File: config.mk
export PLATFORM = sky130hd
export DESIGN_NAME = sram_port_arbiter
export DESIGN_NICKNAME = d
export VERILOG_FILES = /design/src/rtl/sram_port_arbiter.sv
export SDC_FILE = /design/constraint.sdc
export NUM_CORES = 1
export LEC_CHECK = 0
export ABC_AREA = 1
export BUFFER_PORTS_ARGS = -buffer_cell sky130_fd_sc_hd__clkbuf_2
export CAP_MARGIN = 20
export CORE_AREA = 3 3 104 106
export CTS_CLUSTER_SIZE = 20
export DETAILED_ROUTE_END_ITERATION = 8
export DIE_AREA = 0 0 107 109
export SYNTH_ARGS = -nofsm -noshare
export SYNTH_HDL_FRONTEND = slang
export SYNTH_SLANG_ARGS = --single-unit
File: constraint.sdc
create_clock -name HCLK -period 1.2 [get_ports HCLK]
set_clock_uncertainty 0.05 [all_clocks]
set_input_delay 0.18 -clock HCLK [delete_from_list [all_inputs] [get_ports HCLK]]
set_output_delay 0.18 -clock HCLK [all_outputs]
set_load 0.1 [all_outputs]
File: src/rtl/sram_port_arbiter.sv
// Two-requester SRAM port arbiter: round-robin with a bounded lock for read-modify-write,
// plus an RD_LAT-deep return pipeline that routes ram_rdata back to the issuing requester.
module sram_port_arbiter #(
  parameter int ADDR_W   = 16,
  parameter int DATA_W   = 32,
  parameter int RD_LAT   = 1,
  parameter int LOCK_MAX = 16
) (
  input  logic                HCLK,
  input  logic                HRESETn,
  input  logic                req0,
  input  logic                req1,
  input  logic                wen0,
  input  logic                wen1,
  input  logic                lock0,
  input  logic                lock1,
  input  logic [ADDR_W-1:0]   addr0,
  input  logic [ADDR_W-1:0]   addr1,
  input  logic [DATA_W-1:0]   wdata0,
  input  logic [DATA_W-1:0]   wdata1,
  input  logic [DATA_W/8-1:0] be0,
  input  logic [DATA_W/8-1:0] be1,
  output logic                gnt0,
  output logic                gnt1,
  output logic                rvalid0,
  output logic                rvalid1,
  output logic [DATA_W-1:0]   rdata0,
  output logic [DATA_W-1:0]   rdata1,
  output logic                ram_en,
  output logic                ram_wen,
  output logic [ADDR_W-1:0]   ram_addr,
  output logic [DATA_W-1:0]   ram_wdata,
  output logic [DATA_W/8-1:0] ram_be,
  input  logic [DATA_W-1:0]   ram_rdata,
  output logic                lock_active,
  output logic                lock_owner
);

  localparam int CNT_W = $clog2(LOCK_MAX + 1);
  localparam logic [CNT_W-1:0] CNT_MAX = CNT_W'(LOCK_MAX);

  typedef enum logic {UNLOCKED, LOCKED} state_t;

  state_t           state_q, state_d;
  logic             owner_q, owner_d;
  logic             last_gnt_q, last_gnt_d;
  logic [CNT_W-1:0] cnt_q, cnt_d;
  logic             gnt_any, sel, sel_wen, sel_lock, own_req, own_lock;
  logic [RD_LAT:1]  vld_p;
  logic [RD_LAT:1]  id_p;
  logic             ret_vld;

  function automatic logic [CNT_W-1:0] sat_inc(input logic [CNT_W-1:0] v);
    return (v == CNT_MAX) ? v : v + CNT_W'(1);
  endfunction

  always_ff @(posedge HCLK) begin
    if (!HRESETn) begin
      state_q    <= UNLOCKED;
      owner_q    <= 1'b0;
      last_gnt_q <= 1'b1;
      cnt_q      <= '0;
    end else begin
      state_q    <= state_d;
      owner_q    <= owner_d;
      last_gnt_q <= last_gnt_d;
      cnt_q      <= cnt_d;
    end
  end

  always_comb begin
    gnt0       = 1'b0;
    gnt1       = 1'b0;
    state_d    = state_q;
    owner_d    = owner_q;
    last_gnt_d = last_gnt_q;
    cnt_d      = cnt_q;
    own_req    = owner_q ? req1 : req0;
    own_lock   = owner_q ? lock1 : lock0;

    if (state_q == UNLOCKED) begin
      if (req0 && req1) begin
        gnt0 = last_gnt_q;
        gnt1 = !last_gnt_q;
      end else begin
        gnt0 = req0;
        gnt1 = req1;
      end
    end else begin
      gnt0 = req0 && !owner_q;
      gnt1 = req1 && owner_q;
    end
    if (!HRESETn) begin
      gnt0 = 1'b0;
      gnt1 = 1'b0;
    end

    gnt_any  = gnt0 || gnt1;
    sel      = gnt1;
    sel_lock = sel ? lock1 : lock0;
    sel_wen  = sel ? wen1 : wen0;
    if (gnt_any) last_gnt_d = sel;

    if (state_q == UNLOCKED) begin
      if (gnt_any && sel_lock) begin
        state_d = LOCKED;
        owner_d = sel;
        cnt_d   = CNT_W'(1);
      end
    end else begin
      cnt_d = sat_inc(cnt_q);
      // Release on owner unlock, owner idle, or the counter reaching its bound.
      if (!own_req || !own_lock || (cnt_q == CNT_MAX)) begin
        state_d    = UNLOCKED;
        owner_d    = 1'b0;
        cnt_d      = '0;
        last_gnt_d = owner_q;
      end
    end
  end

  assign ram_en    = gnt_any;
  assign ram_wen   = gnt_any && sel_wen;
  assign ram_addr  = gnt_any ? (sel ? addr1 : addr0) : '0;
  assign ram_wdata = gnt_any ? (sel ? wdata1 : wdata0) : '0;
  assign ram_be    = gnt_any ? (sel ? be1 : be0) : '0;

  // p1..pRD_LAT: read-return tracking, one slot per SRAM latency cycle
  always_ff @(posedge HCLK) begin
    if (!HRESETn) begin
      vld_p <= '0;
    end else begin
      for (int k = RD_LAT; k > 1; k--) vld_p[k] <= vld_p[k-1];
      vld_p[1] <= gnt_any && !sel_wen;
    end
  end

  always_ff @(posedge HCLK) begin
    for (int k = RD_LAT; k > 1; k--) id_p[k] <= id_p[k-1];
    id_p[1] <= sel;
  end

  assign ret_vld     = vld_p[RD_LAT] && HRESETn;
  assign rvalid0     = ret_vld && !id_p[RD_LAT];
  assign rvalid1     = ret_vld && id_p[RD_LAT];
  assign rdata0      = rvalid0 ? ram_rdata : '0;
  assign rdata1      = rvalid1 ? ram_rdata : '0;
  assign lock_active = (state_q == LOCKED);
  assign lock_owner  = (state_q == LOCKED) && owner_q;

endmodule

==> reports/results.txt <==
RSZ-0062 raised after global routing - yes
CP required - 0.97 ns
Number of global-route vias before repair - 3449
Mapped Area - 0.00155 mm²
Via density - 4.49
Worst Hold Class - input pin to flip-flop
Antenna-violating nets left - 0
Drt wl/cell - 17.7 µm
Type of origin of the critical path - flip-flop
Routability cong. - 0.895
Antenna violations before repair - 0
R2R Setup Slk - -0.25 ns
CP max FO - 10
Total GRT Usage - 0.192
Nets - 718
CP Class - flip-flop to output pin
Fillers - 670
Most common cell after layout, fill and taps aside - clkbuf_2
Sequential power share - 0.084
HPWL Detailed - 10500 µm
Root Buffer - clkbuf_8
Fin. max-slew vios - 0
Rel. slew slack - 0.833
Initial Util - 0.157
Sequential fraction of the synthesis area - 0.129
Cells after Synth - 250
Die height - 109 µm
Leakage - 3.17 nW
Final Cell Area - 0.00675 mm²
First-pass GRT wire length - 17800 µm
Fin crit period - 1.88 ns
Int Pwr - 2.10 mW
PwrDens - 668 mW/mm²
Clock Latency Late Sink - 0.24 ns
Pwr Total - 4.51 mW
Share of cells above drive strength 1 - 0.869
Antenna diode count - 0
Synth cell types - 21
# DRC - 0
Highest Clock Rate - 532 MHz
Final WL - 12400 µm
Initial DRT Pass Iterations - 4
Syn nets - 396
Outcome - complete, but fails checks
Max VDD drop - 0.535 mV
Total CTS buffers - 3
Period utilisation layout - 1.57
Die width - 107 µm
Most frequent cells in the layout - 143 x clkbuf_2, 135 x buf_12, 66 x nor2_4, 52 x a22o_4, 36 x buf_4
Synth Area per Inst - 6.19 µm²
Die area - 0.0117 mm²
Clock power share - 0.096
I/O Buffers - 267
NetSw - 2.41 mW
Fin worst setup slack - -0.681 ns
# setup viols final - 133
Vias - 3163
Initial drt markers - 137
Number of max-cap violations - 0
# rows - 36
Crit path arrival time - 1.65 ns
Sw Ratio - 0.534
Clock-pin slew on the worst setup and hold paths - 0.05 ns
Synth Warn # - 0
Core Area - 0.00986 mm²
Dpl cell area - 0.00635 mm²
Hold WS - 0.196 ns
Largest net degree at the start of global routing - 19
IO Pins - 268
Max clock buf depth - 2
Worst setup EP type - output pin
Grt total ovfl - 0
H-tree depth - 1
Number of synthesized register bits - 10
Logic gate share of total power - 0.821
CTS tree - built
Final hold vios - 0
Worst-Margin Slew - 0.249 ns
Synthesis-to-layout area growth - 336%
CTS sink count - 10
Failing checks - negative setup slack
==> critical path, cell delays in order (launching register included) <==
cell      delay [ns]
dfxtp_4         0.38
inv_6           0.07
nand3b_1        0.16
nand2_4         0.14
inv_8           0.07
buf_4           0.16
a22o_4          0.25
buf_12          0.16
==> cells by family (layout without fill, tap and decap cells) <==
kind of cell / after synthesis / after routing / share of synthesized area
buffers and inverters: 63 / 384 / 0.212
AND/OR/NAND/NOR: 111 / 111 / 0.301
adder cells (fa/ha/maj): 2 / 2 / 0.0162
AO/OA/AOI/OAI: 62 / 62 / 0.330
XOR/XNOR: 2 / 2 / 0.0113
flip-flops: 10 / 10 / 0.129
==> final timing paths <==
kind                             startpoint      endpoint  depth (start not counted)
worst max-delay path            lock_active  ram_wdata[4]                          7
worst min-delay path                   wen1         vld_p                          4
worst max register to register  lock_active       owner_q                          8
worst min register to register     cnt_q[4]      cnt_q[4]                          2
==> what timing repair did <==
item / 4_1_cts / 5_1_grt
endpoints found under the hold margin: 0 / 0
hold buffers: 0 / 0
resized for setup: 29 / 25
setup endpoints to repair: 133 / 133
cloned: 5 / 2
setup buffers: 6 / 9
pin swaps: 24 / 13
==> registers in the layout (all words and copies together), names as in the netlist <==
signal,count
last_gnt_q,1
cnt_q,5
owner_q,1
lock_active,1
vld_p,1
id_p,1
==> routing by layer <==
| metal | GRT usage | vias up | part of all wire |
|---|---|---|---|
| li1 | - | 1487 | - |
| met1 | 0.193 | 1476 | 0.32 |
| met2 | 0.387 | 180 | 0.57 |
| met3 | 0.0604 | 20 | 0.096 |
| met4 | 0.0356 | 0 | 0.017 |
| met5 | 0 | - | 0 |
==> area by class of cell <==
| type | instances | area [µm²] | area share |
|---|---|---|---|
| Timing Repair Buffer | 332 | 3930 | 0.582 |
| Multi-Input combinational cell | 177 | 2140 | 0.318 |
| Inverter | 46 | 223 | 0.0330 |
| Sequential cell | 10 | 214 | 0.0317 |
| Tap cell | 133 | 166 | 0.0247 |
| Clock buffer | 4 | 55.1 | 0.00816 |
| Timing Repair inverter | 2 | 20.0 | 0.00297 |
==> through the flow <==
| step | TNS [ns] | instances | setup slack (ns) | util |
|---|---|---|---|---|
| 6_report | -70.67 | 704 | -0.681 | 0.684 |
| 5_1_grt | -77.17 | 704 | -0.710 | 0.684 |
| 4_1_cts | -64.51 | 699 | -0.624 | 0.673 |
| 3_5_place_dp | -37.68 | 685 | -0.384 | 0.644 |
| 3_3_place_gp | -35.43 | 685 | -0.365 | 0.644 |
| 2_1_floorplan | -110.21 | 250 | -1.18 | - |
==> Yosys cell counts, drive strengths merged <==
master / number / share of area
xnor2: 2 / 0.011
nand4: 4 / 0.016
inv: 46 / 0.11
o21ai: 2 / 0.0065
nor2: 71 / 0.17
a21oi: 6 / 0.019
nor3: 2 / 0.013
a22o: 52 / 0.29
o211ai: 2 / 0.0097
nand3: 9 / 0.029
buf: 17 / 0.097
dfxtp: 10 / 0.13
nand3b: 2 / 0.0097
nand2: 23 / 0.059
ha: 2 / 0.016
==> power by group through the flow <==
stage	clock [mW]	combinational, mW	sequential [mW]
3_3_place_gp	0	3.50	0.380
5_1_grt	0.459	3.82	0.380
2_1_floorplan	0	2.20	0.403
4_1_cts	0.429	3.65	0.378
6_report	0.431	3.70	0.377
3_5_place_dp	0	3.55	0.381
(Power assumes the default switching activity.)
